### src/rtl/text_console.sv
// -----------------------------------------------------------------------------
// text_console
//
// Character-stream terminal front end. Accepts one character at a time over a
// valid/ready handshake and turns it into bus writes toward a memory-mapped
// text RAM (ROWS x COLS cells, one byte per cell at VIDEO_ADDR) plus two
// hardware-cursor registers at VIDEO_ADDR+0xFFE (column+1) and
// VIDEO_ADDR+0xFFD (row).
//
// Control codes: LF (new line), CR (column 0), BS (column back by one),
// FF (clear screen, home cursor). Codes 0x20-0xFF except 0x7F are printed.
// Moving onto a new row clears that row; there is no scrolling, so the row
// index simply wraps from ROWS-1 back to 0.
//
// Ports
//   clk        : clock, rising edge
//   reset_n    : asynchronous active-low reset
//   char_valid : character offered by the source
//   char_data  : character code
//   char_ready : block can accept a character this cycle (IDLE only)
//   strobe     : bus write strobe, one write per busy cycle
//   rw         : bus direction, 1 = write
//   addr       : bus byte address
//   d_out      : bus write data, bits 31:8 always 0
//   cur_row    : cursor row, 0-based
//   cur_col    : cursor column, 0-based
// -----------------------------------------------------------------------------
`ifndef VIDEO_ADDR
`define VIDEO_ADDR 32'h0000_0000
`endif

module text_console #(
    parameter logic [31:0] VIDEO_ADDR = `VIDEO_ADDR,
    parameter int          ROWS       = 40,
    parameter int          COLS       = 80
) (
    input  logic        clk,
    input  logic        reset_n,
    input  logic        char_valid,
    input  logic [7:0]  char_data,
    output logic        char_ready,
    output logic        strobe,
    output logic        rw,
    output logic [31:0] addr,
    output logic [31:0] d_out,
    output logic [5:0]  cur_row,
    output logic [6:0]  cur_col
);

    localparam int          CELLS    = ROWS * COLS;
    localparam int          CW       = $clog2(CELLS + 1);
    localparam logic [31:0] CRX_ADDR = VIDEO_ADDR + 32'h0000_0FFE;
    localparam logic [31:0] CRY_ADDR = VIDEO_ADDR + 32'h0000_0FFD;
    localparam logic [31:0] SPACE    = 32'h0000_0020;

    localparam logic [7:0] CH_BS = 8'h08;
    localparam logic [7:0] CH_LF = 8'h0A;
    localparam logic [7:0] CH_FF = 8'h0C;
    localparam logic [7:0] CH_CR = 8'h0D;

    typedef enum logic [2:0] {
        IDLE,
        PUTC,
        CLEAR,
        CURX,
        CURY
    } state_t;

    state_t        state;
    logic [CW-1:0] clr_idx;    // index of the next cell to clear
    logic [CW-1:0] clr_len;    // cells in the current clear run
    logic [31:0]   clr_base;   // address of the first cell of the run
    logic          clr_home;   // clear came from FF: home the cursor at the end
    logic          adv_col;    // printable without wrap: column steps after CURX

    logic [7:0]  col_inc;
    logic        col_wrap;
    logic [5:0]  row_next;
    logic [6:0]  col_bs;
    logic [31:0] cell_addr;
    logic [31:0] next_row_addr;
    logic        printable;

    // col_inc is one bit wider than cur_col so that COLS itself is representable.
    assign col_inc       = {1'b0, cur_col} + 8'd1;
    assign col_wrap      = (32'(col_inc) == 32'(COLS));
    assign row_next      = (32'(cur_row) == 32'(ROWS - 1)) ? 6'd0 : cur_row + 6'd1;
    assign col_bs        = (cur_col != 7'd0) ? cur_col - 7'd1 : cur_col;
    assign cell_addr     = VIDEO_ADDR + 32'(cur_row) * 32'(COLS) + 32'(cur_col);
    assign next_row_addr = VIDEO_ADDR + 32'(row_next) * 32'(COLS);
    assign printable     = (char_data >= 8'h20) && (char_data != 8'h7F);

    assign char_ready = (state == IDLE);

    // Bus outputs are registered: the write that belongs to a state is set up
    // on the edge that enters that state, so strobe/addr/d_out are valid for
    // the whole cycle spent in it. char_data is captured straight into d_out
    // at acceptance, so later changes on the input cannot disturb the write.
    // NOTE: every register here is assigned with <= so all of them update from
    // the same pre-edge values; a blocking assignment would let later
    // statements see half-updated state.
    always_ff @(posedge clk or negedge reset_n) begin
        if (!reset_n) begin
            state    <= IDLE;
            cur_row  <= '0;
            cur_col  <= '0;
            strobe   <= 1'b0;
            rw       <= 1'b0;
            addr     <= '0;
            d_out    <= '0;
            clr_idx  <= '0;
            clr_len  <= '0;
            clr_base <= '0;
            clr_home <= 1'b0;
            adv_col  <= 1'b0;
        end else begin
            case (state)
                IDLE: begin
                    if (char_valid) begin
                        strobe <= 1'b1;
                        rw     <= 1'b1;
                        if (printable) begin
                            state <= PUTC;
                            addr  <= cell_addr;
                            d_out <= {24'd0, char_data};
                        end else begin
                            case (char_data)
                                CH_LF: begin
                                    cur_col  <= '0;
                                    cur_row  <= row_next;
                                    state    <= CLEAR;
                                    addr     <= next_row_addr;
                                    d_out    <= SPACE;
                                    clr_base <= next_row_addr;
                                    clr_len  <= CW'(COLS);
                                    clr_idx  <= CW'(1);
                                    clr_home <= 1'b0;
                                end
                                CH_FF: begin
                                    state    <= CLEAR;
                                    addr     <= VIDEO_ADDR;
                                    d_out    <= SPACE;
                                    clr_base <= VIDEO_ADDR;
                                    clr_len  <= CW'(CELLS);
                                    clr_idx  <= CW'(1);
                                    clr_home <= 1'b1;
                                end
                                CH_CR: begin
                                    cur_col <= '0;
                                    state   <= CURX;
                                    addr    <= CRX_ADDR;
                                    d_out   <= 32'd1;
                                end
                                CH_BS: begin
                                    cur_col <= col_bs;
                                    state   <= CURX;
                                    addr    <= CRX_ADDR;
                                    d_out   <= 32'(col_bs) + 32'd1;
                                end
                                default: begin
                                    state <= CURX;
                                    addr  <= CRX_ADDR;
                                    d_out <= 32'(col_inc);
                                end
                            endcase
                        end
                    end
                end

                PUTC: begin
                    if (col_wrap) begin
                        cur_col  <= '0;
                        cur_row  <= row_next;
                        state    <= CLEAR;
                        addr     <= next_row_addr;
                        d_out    <= SPACE;
                        clr_base <= next_row_addr;
                        clr_len  <= CW'(COLS);
                        clr_idx  <= CW'(1);
                        clr_home <= 1'b0;
                    end else begin
                        // The cursor register reports the column the character
                        // was written to, plus one; the column itself steps once
                        // CURX is done.
                        adv_col <= 1'b1;
                        state   <= CURX;
                        addr    <= CRX_ADDR;
                        d_out   <= 32'(col_inc);
                    end
                end

                CLEAR: begin
                    if (clr_idx == clr_len) begin
                        // The column is 0 on every exit from CLEAR (row advance
                        // or home), so the cursor-X value is always 1.
                        if (clr_home) begin
                            cur_row <= '0;
                            cur_col <= '0;
                        end
                        state <= CURX;
                        addr  <= CRX_ADDR;
                        d_out <= 32'd1;
                    end else begin
                        addr    <= clr_base + 32'(clr_idx);
                        clr_idx <= clr_idx + CW'(1);
                    end
                end

                CURX: begin
                    if (adv_col) begin
                        cur_col <= col_inc[6:0];
                    end
                    adv_col <= 1'b0;
                    state   <= CURY;
                    addr    <= CRY_ADDR;
                    d_out   <= 32'(cur_row);
                end

                CURY: begin
                    state  <= IDLE;
                    strobe <= 1'b0;
                    rw     <= 1'b0;
                    addr   <= '0;
                    d_out  <= '0;
                end

                default: begin
                    state  <= IDLE;
                    strobe <= 1'b0;
                    rw     <= 1'b0;
                    addr   <= '0;
                    d_out  <= '0;
                end
            endcase
        end
    end

endmodule

### config.mk
export PLATFORM = sky130hd
export DESIGN_NAME = text_console
export DESIGN_NICKNAME = d
export VERILOG_FILES = /design/src/rtl/text_console.sv
export SDC_FILE = /design/constraint.sdc
export NUM_CORES = 1
export LEC_CHECK = 0
export CORE_MARGIN = 2
export CORE_UTILIZATION = 25
export CTS_BUF_LIST = sky130_fd_sc_hd__clkbuf_4 sky130_fd_sc_hd__clkbuf_8 sky130_fd_sc_hd__clkbuf_16
export DETAILED_ROUTE_END_ITERATION = 6
export PLACE_DENSITY = 0.41
export SYNTH_ARGS = -nofsm -noshare
export SYNTH_HDL_FRONTEND = slang
export SYNTH_SLANG_ARGS = --single-unit
### constraint.sdc
create_clock -name clk -period 3.7 [get_ports clk]
set_input_delay 1.11 -clock clk [delete_from_list [all_inputs] [get_ports clk]]
set_output_delay 1.11 -clock clk [all_outputs]
set_load 0.02 [all_outputs]
-- Word level (Yosys, flattened, before mapping)
Index checks and enable logic that the tools add are counted.
- flip-flop bits (word level): 139
- input bits: 11
- output and inout port bits: 80
- logic and storage cells: 122
- add/sub/neg operators: 7
- multipliers: 2
- order comparisons: 1
- equal/unequal tests: 23
- multiplexer cells: 60
- bitwise gates (word level): 1
- reductions and logical operators: 17
- operators with widths (kind ; number):
    case mux 32 bit (4 select lines) ; 2
    2-to-1 mux 32 bit ; 7
    case mux 32 bit (2 select lines) ; 2
    2-to-1 mux 12 bit ; 8
    2-to-1 mux 7 bit ; 7
    case mux 12 bit (2 select lines) ; 2
    2-to-1 mux 6 bit ; 7
    case mux 12 bit (3 select lines) ; 1
    adder 32 x 12 -> 32 bit ; 1
    equality test 8 x 4 -> 1 bit, second input constant ; 4
    case mux 7 bit (4 select lines) ; 1
    case mux 13 bit (2 select lines) ; 1
    case mux 8 bit (3 select lines) ; 1
    multiplier 6 x 3 -> 9 bit, second input constant ; 2
    != test 2 bit, second input constant ; 9
    case mux 6 bit (3 select lines) ; 1
    adder 7 x 1 -> 8 bit, second input constant ; 2
    2-to-1 mux 8 bit ; 2
    adder 13 x 7 -> 14 bit ; 1
    2-to-1 mux 14 bit ; 1
    case mux 7 bit (2 select lines) ; 1
    2-to-1 mux 13 bit ; 1
    adder 12 x 1 -> 12 bit, second input constant ; 1
    equality test 12 bit ; 1
    30 further kinds ; 45

-- Longest topological paths before layout
Gate-level depths: netlist of run 1.
- depth in word-level cells: 7
- gate-level depth with buffers: 14
- gate-level depth less buffers: 14

-- Least setup slack after synthesis of run 1
OpenSTA, ideal clock, no wires.
- kind: reg-to-reg
- start point: register cur_row[2]
- end point: register addr[11]
- setup time: 0.121 ns
- arrival time: 3.005 ns
- slack: 0.573 ns
- cell stages (with the launch flop): 14
- period minus slack after synthesis: 3.127 ns
- path through: dfrtp_1 -> clkbuf_1 -> nand3_1 -> nand2b_1 -> o21ai_0 -> ha_1 -> ha_1 -> fa_1 -> a21o_1 -> a21oi_1 -> o21ai_0 -> a21bo_2 -> a22oi_1 -> nand2_1
- cells in the longest elaborated chain, start to end: 7
- elaborated cells on any way between the ends: 11
- classes of those cells: add/sub: 2; mul: 2; eq/ne: 1; mux: 6
- RTL lines (element ; line ; text):
    from (decl) ; 46 ; output logic [5:0] cur_row,
    from (signal assigned) ; 130 ; cur_row <= row_next;
    from (signal assigned) ; 173 ; cur_row <= row_next;
    adder 6 x 1 -> 6 bit or equality test 6 bit (tied branches) ; 87 ; assign row_next = (32'(cur_row) == 32'(ROWS - 1)) ? 6'd0 : cur_row + 6'd1;
    2-to-1 mux 6 bit ; 87 ;
    multiplier 6 x 3 -> 9 bit ; 90 ; assign next_row_addr = VIDEO_ADDR + 32'(row_next) * 32'(COLS);
    case mux 13 bit (2 select lines) ; 127 ; case (char_data)
    2-to-1 mux 14 bit ; 122 ; if (printable) begin
    2-to-1 mux 32 bit ; 119 ; if (char_valid) begin
    case mux 32 bit (4 select lines) (*) ; 117 ; case (state)
    to (signal assigned) ; 124 ; addr <= cell_addr;
    to (signal assigned) ; 132 ; addr <= next_row_addr;
    to (signal assigned) ; 175 ; addr <= next_row_addr;
    to (decl) ; 44 ; output logic [31:0] addr,
Mark *: on every way between the ends. The rest lies on a longest branch, timed or not. The select of a mux whose other input is x is not followed.
A chain may end at the register's enable or synchronous reset.

-- Worst setup path in the final report of run 1
- start point: register state[0]
- end point: output char_ready
- cells in the longest elaborated chain, start to end: 1
- RTL lines (element ; line ; text):
    from (decl) ; 69 ; state_t state;
    from (signal assigned) ; 104 ; state <= IDLE;
    from (signal assigned) ; 123 ; state <= PUTC;
    from (signal assigned) ; 131 ; state <= CLEAR;
    zero test 3 bit ; 93 ; assign char_ready = (state == IDLE);
    to (decl) ; 41 ; output logic char_ready,
Every way passes these cells.

==> impl_results.md, run 1 <==
* Status: finished, final reports clean
* Share of cells above drive strength 1 at 10.4%
* CP cell instances: or3_1, inv_2, clkdlybuf4s50_1
* Yosys warns at 0
* Area grow syn2layout at 19.2%
* Crit-path slowest cell: clkdlybuf4s50_1
* DRT antenna net count at 0
* Crit-path max cell delay at 0.65 ns
* Largest net degree at the start of global routing at 64
* Setup slack, reg-to-reg at 0.40 ns
* Fillers at 2310
* Gr usage total at 16.5%
* CP Launch Type: flop
* Least-Margin Pin Slew at 0.895 ns
* Post-CTS sizing at 0
* Hold-fix buffers, CTS at 0
* CTS buffer count at 9
* Simple-Gate Fraction of Synth Area at 19.0%
* CP Max Fanout at 12
* Number of synthesized flops with an enable pin at 0
* Average vias per placed instance at 5.22
* Combinational Power Share at 62.5%
* Multi-input logic area at 0.00351 mm2
* Worst rel slew slack at 40.3%
* Post-CTS Setup Repair Bufs at 0
* Synth Area in Compound Gates at 25.6%
* Top cell type by total area after synthesis: dfrtp_1
* WL met2 at 8680 um
* Clock power share at 16.9%
* Mean Syn Cell Area at 8.48 um2
* Crit. End Element: primary output
* Max Cap Violations at 0
* Pwr Density at 891 mW/mm2
* Sw Ratio at 49.3%
* Final worst-path cycle share at 90.1%
* Die span in x at 152 um
* Final setup violation count at 0
* Wl on met1 at 9290 um
* Most used DFF post-synth: dfrtp_1
* Synth area leaders: dfrtp_1, ha_1, buf_4
* DRC viols at 0
* RSZ-0062 raised after global routing: false
* Drt wl/cell at 19.8 um
* Final Critical Period at 3.33 ns
* Die Height at 152 um
* I/O Buffers at 48
* CTS root buf: clkbuf_16
* Fin Clk Skew at 0.00930 ns
* Worst R2R Start: cur_row[4]
* Worst-path clk slew at 0.06 ns
* GR Overflow Total at 0
* LEAKAGE at 2.77 nW
* TritonRoute pass-1 iters at 5
* Distinct cells, synth at 85
* Min-Delay Startpoint: addr[1]
* Nets@finish at 744
* Final hold vios at 0
* Final Non-Filler Cells at 981
* FF-to-FF End: addr[10]
* Max Clk Rate at 300 MHz
* H-tree Lvls at 3
* Post-synthesis mux area share at 2.29%
* Vias post-DR at 5122
* Int Pwr at 2.94 mW
* First-pass GRT wire length at 29700 um
* Hold_ws at 0.495 ns
* Final WL at 19400 um
* Flop pwr share at 20.6%
* VDD IR max at 0.324 mV
* Data required, critical path at 2.59 ns
* Worst Path Arrival at 2.22 ns
* I/O pin total at 91
* Register area at 0.00158 mm2
* Adder-Cell Fraction of Synth Area at 9.02%
* Synth Area in XOR/XNOR at 5.29%
* Clock Latency Late Sink at 0.36 ns
* Placed insts at 965
* Final HPWL DP at 14700 um
* DR iter-0 viols at 357
* RePlAce Congestion at 0.914
* Most frequent cells in the layout: dfrtp_1, o21ai_0, nor2_1
* Most common cell after layout, fill and taps aside: dfrtp_1
* Mapped cell area at 0.00547 mm2
* Top Metal Used: met4
* Final setup TNS at 0 ns
* Flops & latches, synth at 63
* WL met3 at 926 um
* Seq/Total Area, Yosys at 28.8%
* Synth Instances at 645
* Worst setup path category: reg -> out
* Worst hold endpoint: addr[1]
* Reg2reg path depth at 11
* Initial core utilization at 25.3%
* Core footprint at 0.0216 mm2
* Die ar. at 0.0231 mm2
* Psw at 2.86 mW
* Vias in the first global route at 5000
* Synth async-reset ratio at 100%
* Row count at 54
* Largest family of logic cells by synthesized area: compound AO/OA/AOI/OAI gates
* HP Class: reg -> reg
* Pwr Total at 5.81 mW
* Initial antenna violation count at 0
* Synth top area share at 28.8%
* WHS Path Cells at 1
* Deepest clock path buffer count at 2
* Diode count at 0
* CTS tree: built
* Sink Count at 63
* Pins over their slew limit at 0
-- through the flow --
step / area [um2] / setup slack, ns / util, %
6_report: 6520 / 0.368 / 30.2
5_1_grt: 6520 / 0.240 / 30.2
4_1_cts: 6520 / 0.386 / 30.2
3_5_place_dp: 6190 / 0.183 / 28.6
3_3_place_gp: 6190 / 0.205 / 28.6
2_1_floorplan: 5620 / 0.573 / -
-- how the worst max path moves through the flow --
stage / start / endpoint / slack [ns]
3_3_place_gp: char_data[0] / cur_row[5] / 0.21
3_5_place_dp: char_data[4] / cur_row[5] / 0.18
2_1_floorplan: cur_row[2] / addr[11] / 0.57
6_report: state[0] / char_ready / 0.37
5_1_grt: cur_row[4] / addr[10] / 0.24
4_1_cts: state[0] / char_ready / 0.39
-- cell usage after synthesis, drive strengths merged, types with 5 or more instances --
cell type / instances
o21ai: 61
nand4: 5
o31ai: 5
ha: 33
nand2: 46
nand3: 18
a31oi: 12
dfrtp: 63
clkbuf: 23
o21a: 5
mux2i: 8
a21oi: 30
a21o: 9
nand2b: 9
nor4: 11
inv: 22
buf: 51
a221oi: 6
or2: 5
o211ai: 6
a211oi: 12
a22oi: 6
nor3: 13
xor2: 15
nor2: 52
and3: 11
xnor2: 18
or3: 7
a22o: 14
-- power groups by stage --
stage / logic [mW] / registers, mW / clock network, mW
after floorplan: 2.20 / 1.26 / 0
after global placement: 3.59 / 1.21 / 0
after detailed placement: 3.60 / 1.21 / 0
after CTS: 3.62 / 1.20 / 0.993
after global routing: 3.93 / 1.24 / 1.02
final: 3.63 / 1.20 / 0.980
-- critical path, delay by kind of cell (launching register included) --
kind	cells	cell delay [ns]
buffers and inverters	2	0.87
DFF	1	0.54
and+or+nand+nor	1	0.46
-- kinds of logic after synthesis --
kind of cell | Yosys count
buffers and inverters | 97
XOR/XNOR | 33
adder cells (fa/ha/maj) | 37
AO/OA/AOI/OAI | 205
flip-flops | 63
other | 1
multiplexers | 12
AND/OR/NAND/NOR | 197
-- per-layer routing --
metal / track usage, % / up-vias
li1: - / 2405
met1: 23.2 / 2501
met2: 25.3 / 186
met3: 2.91 / 30
met4: 6.19 / 0
met5: 0 / -
-- sequential cells by signal (all words and copies together) (netlist names), 2 cells and up --
| signal | cells |
|---|---|
| addr | 14 |
| cur_col | 7 |
| cur_row | 6 |
| clr_base | 9 |
| state | 3 |
| d_out | 8 |
| clr_len | 2 |
| clr_idx | 12 |
-- cell type report --
cell class / instances / area share, %
inverters: 23 / 1.32
repair buffers: 73 / 10.2
well taps: 280 / 5.37
clock buffers: 9 / 3.45
multi-input cells: 526 / 53.9
flip-flops and latches: 63 / 24.2
clock inverters: 7 / 1.57
Note: power is estimated with default switching activity, not from simulation.
==> run 2: changes to the inputs <==
--- a/config.mk
+++ b/config.mk
@@ -10,6 +10,7 @@
 export CTS_BUF_LIST = sky130_fd_sc_hd__clkbuf_4 sky130_fd_sc_hd__clkbuf_8 sky130_fd_sc_hd__clkbuf_16
 export DETAILED_ROUTE_END_ITERATION = 6
 export PLACE_DENSITY = 0.41
+export SKIP_LAST_GASP = 1
 export SYNTH_ARGS = -nofsm -noshare
 export SYNTH_HDL_FRONTEND = slang
 export SYNTH_SLANG_ARGS = --single-unit
==> results of run 2 <==
No change in the layout: final DEF, timing and power equal those of run 1.
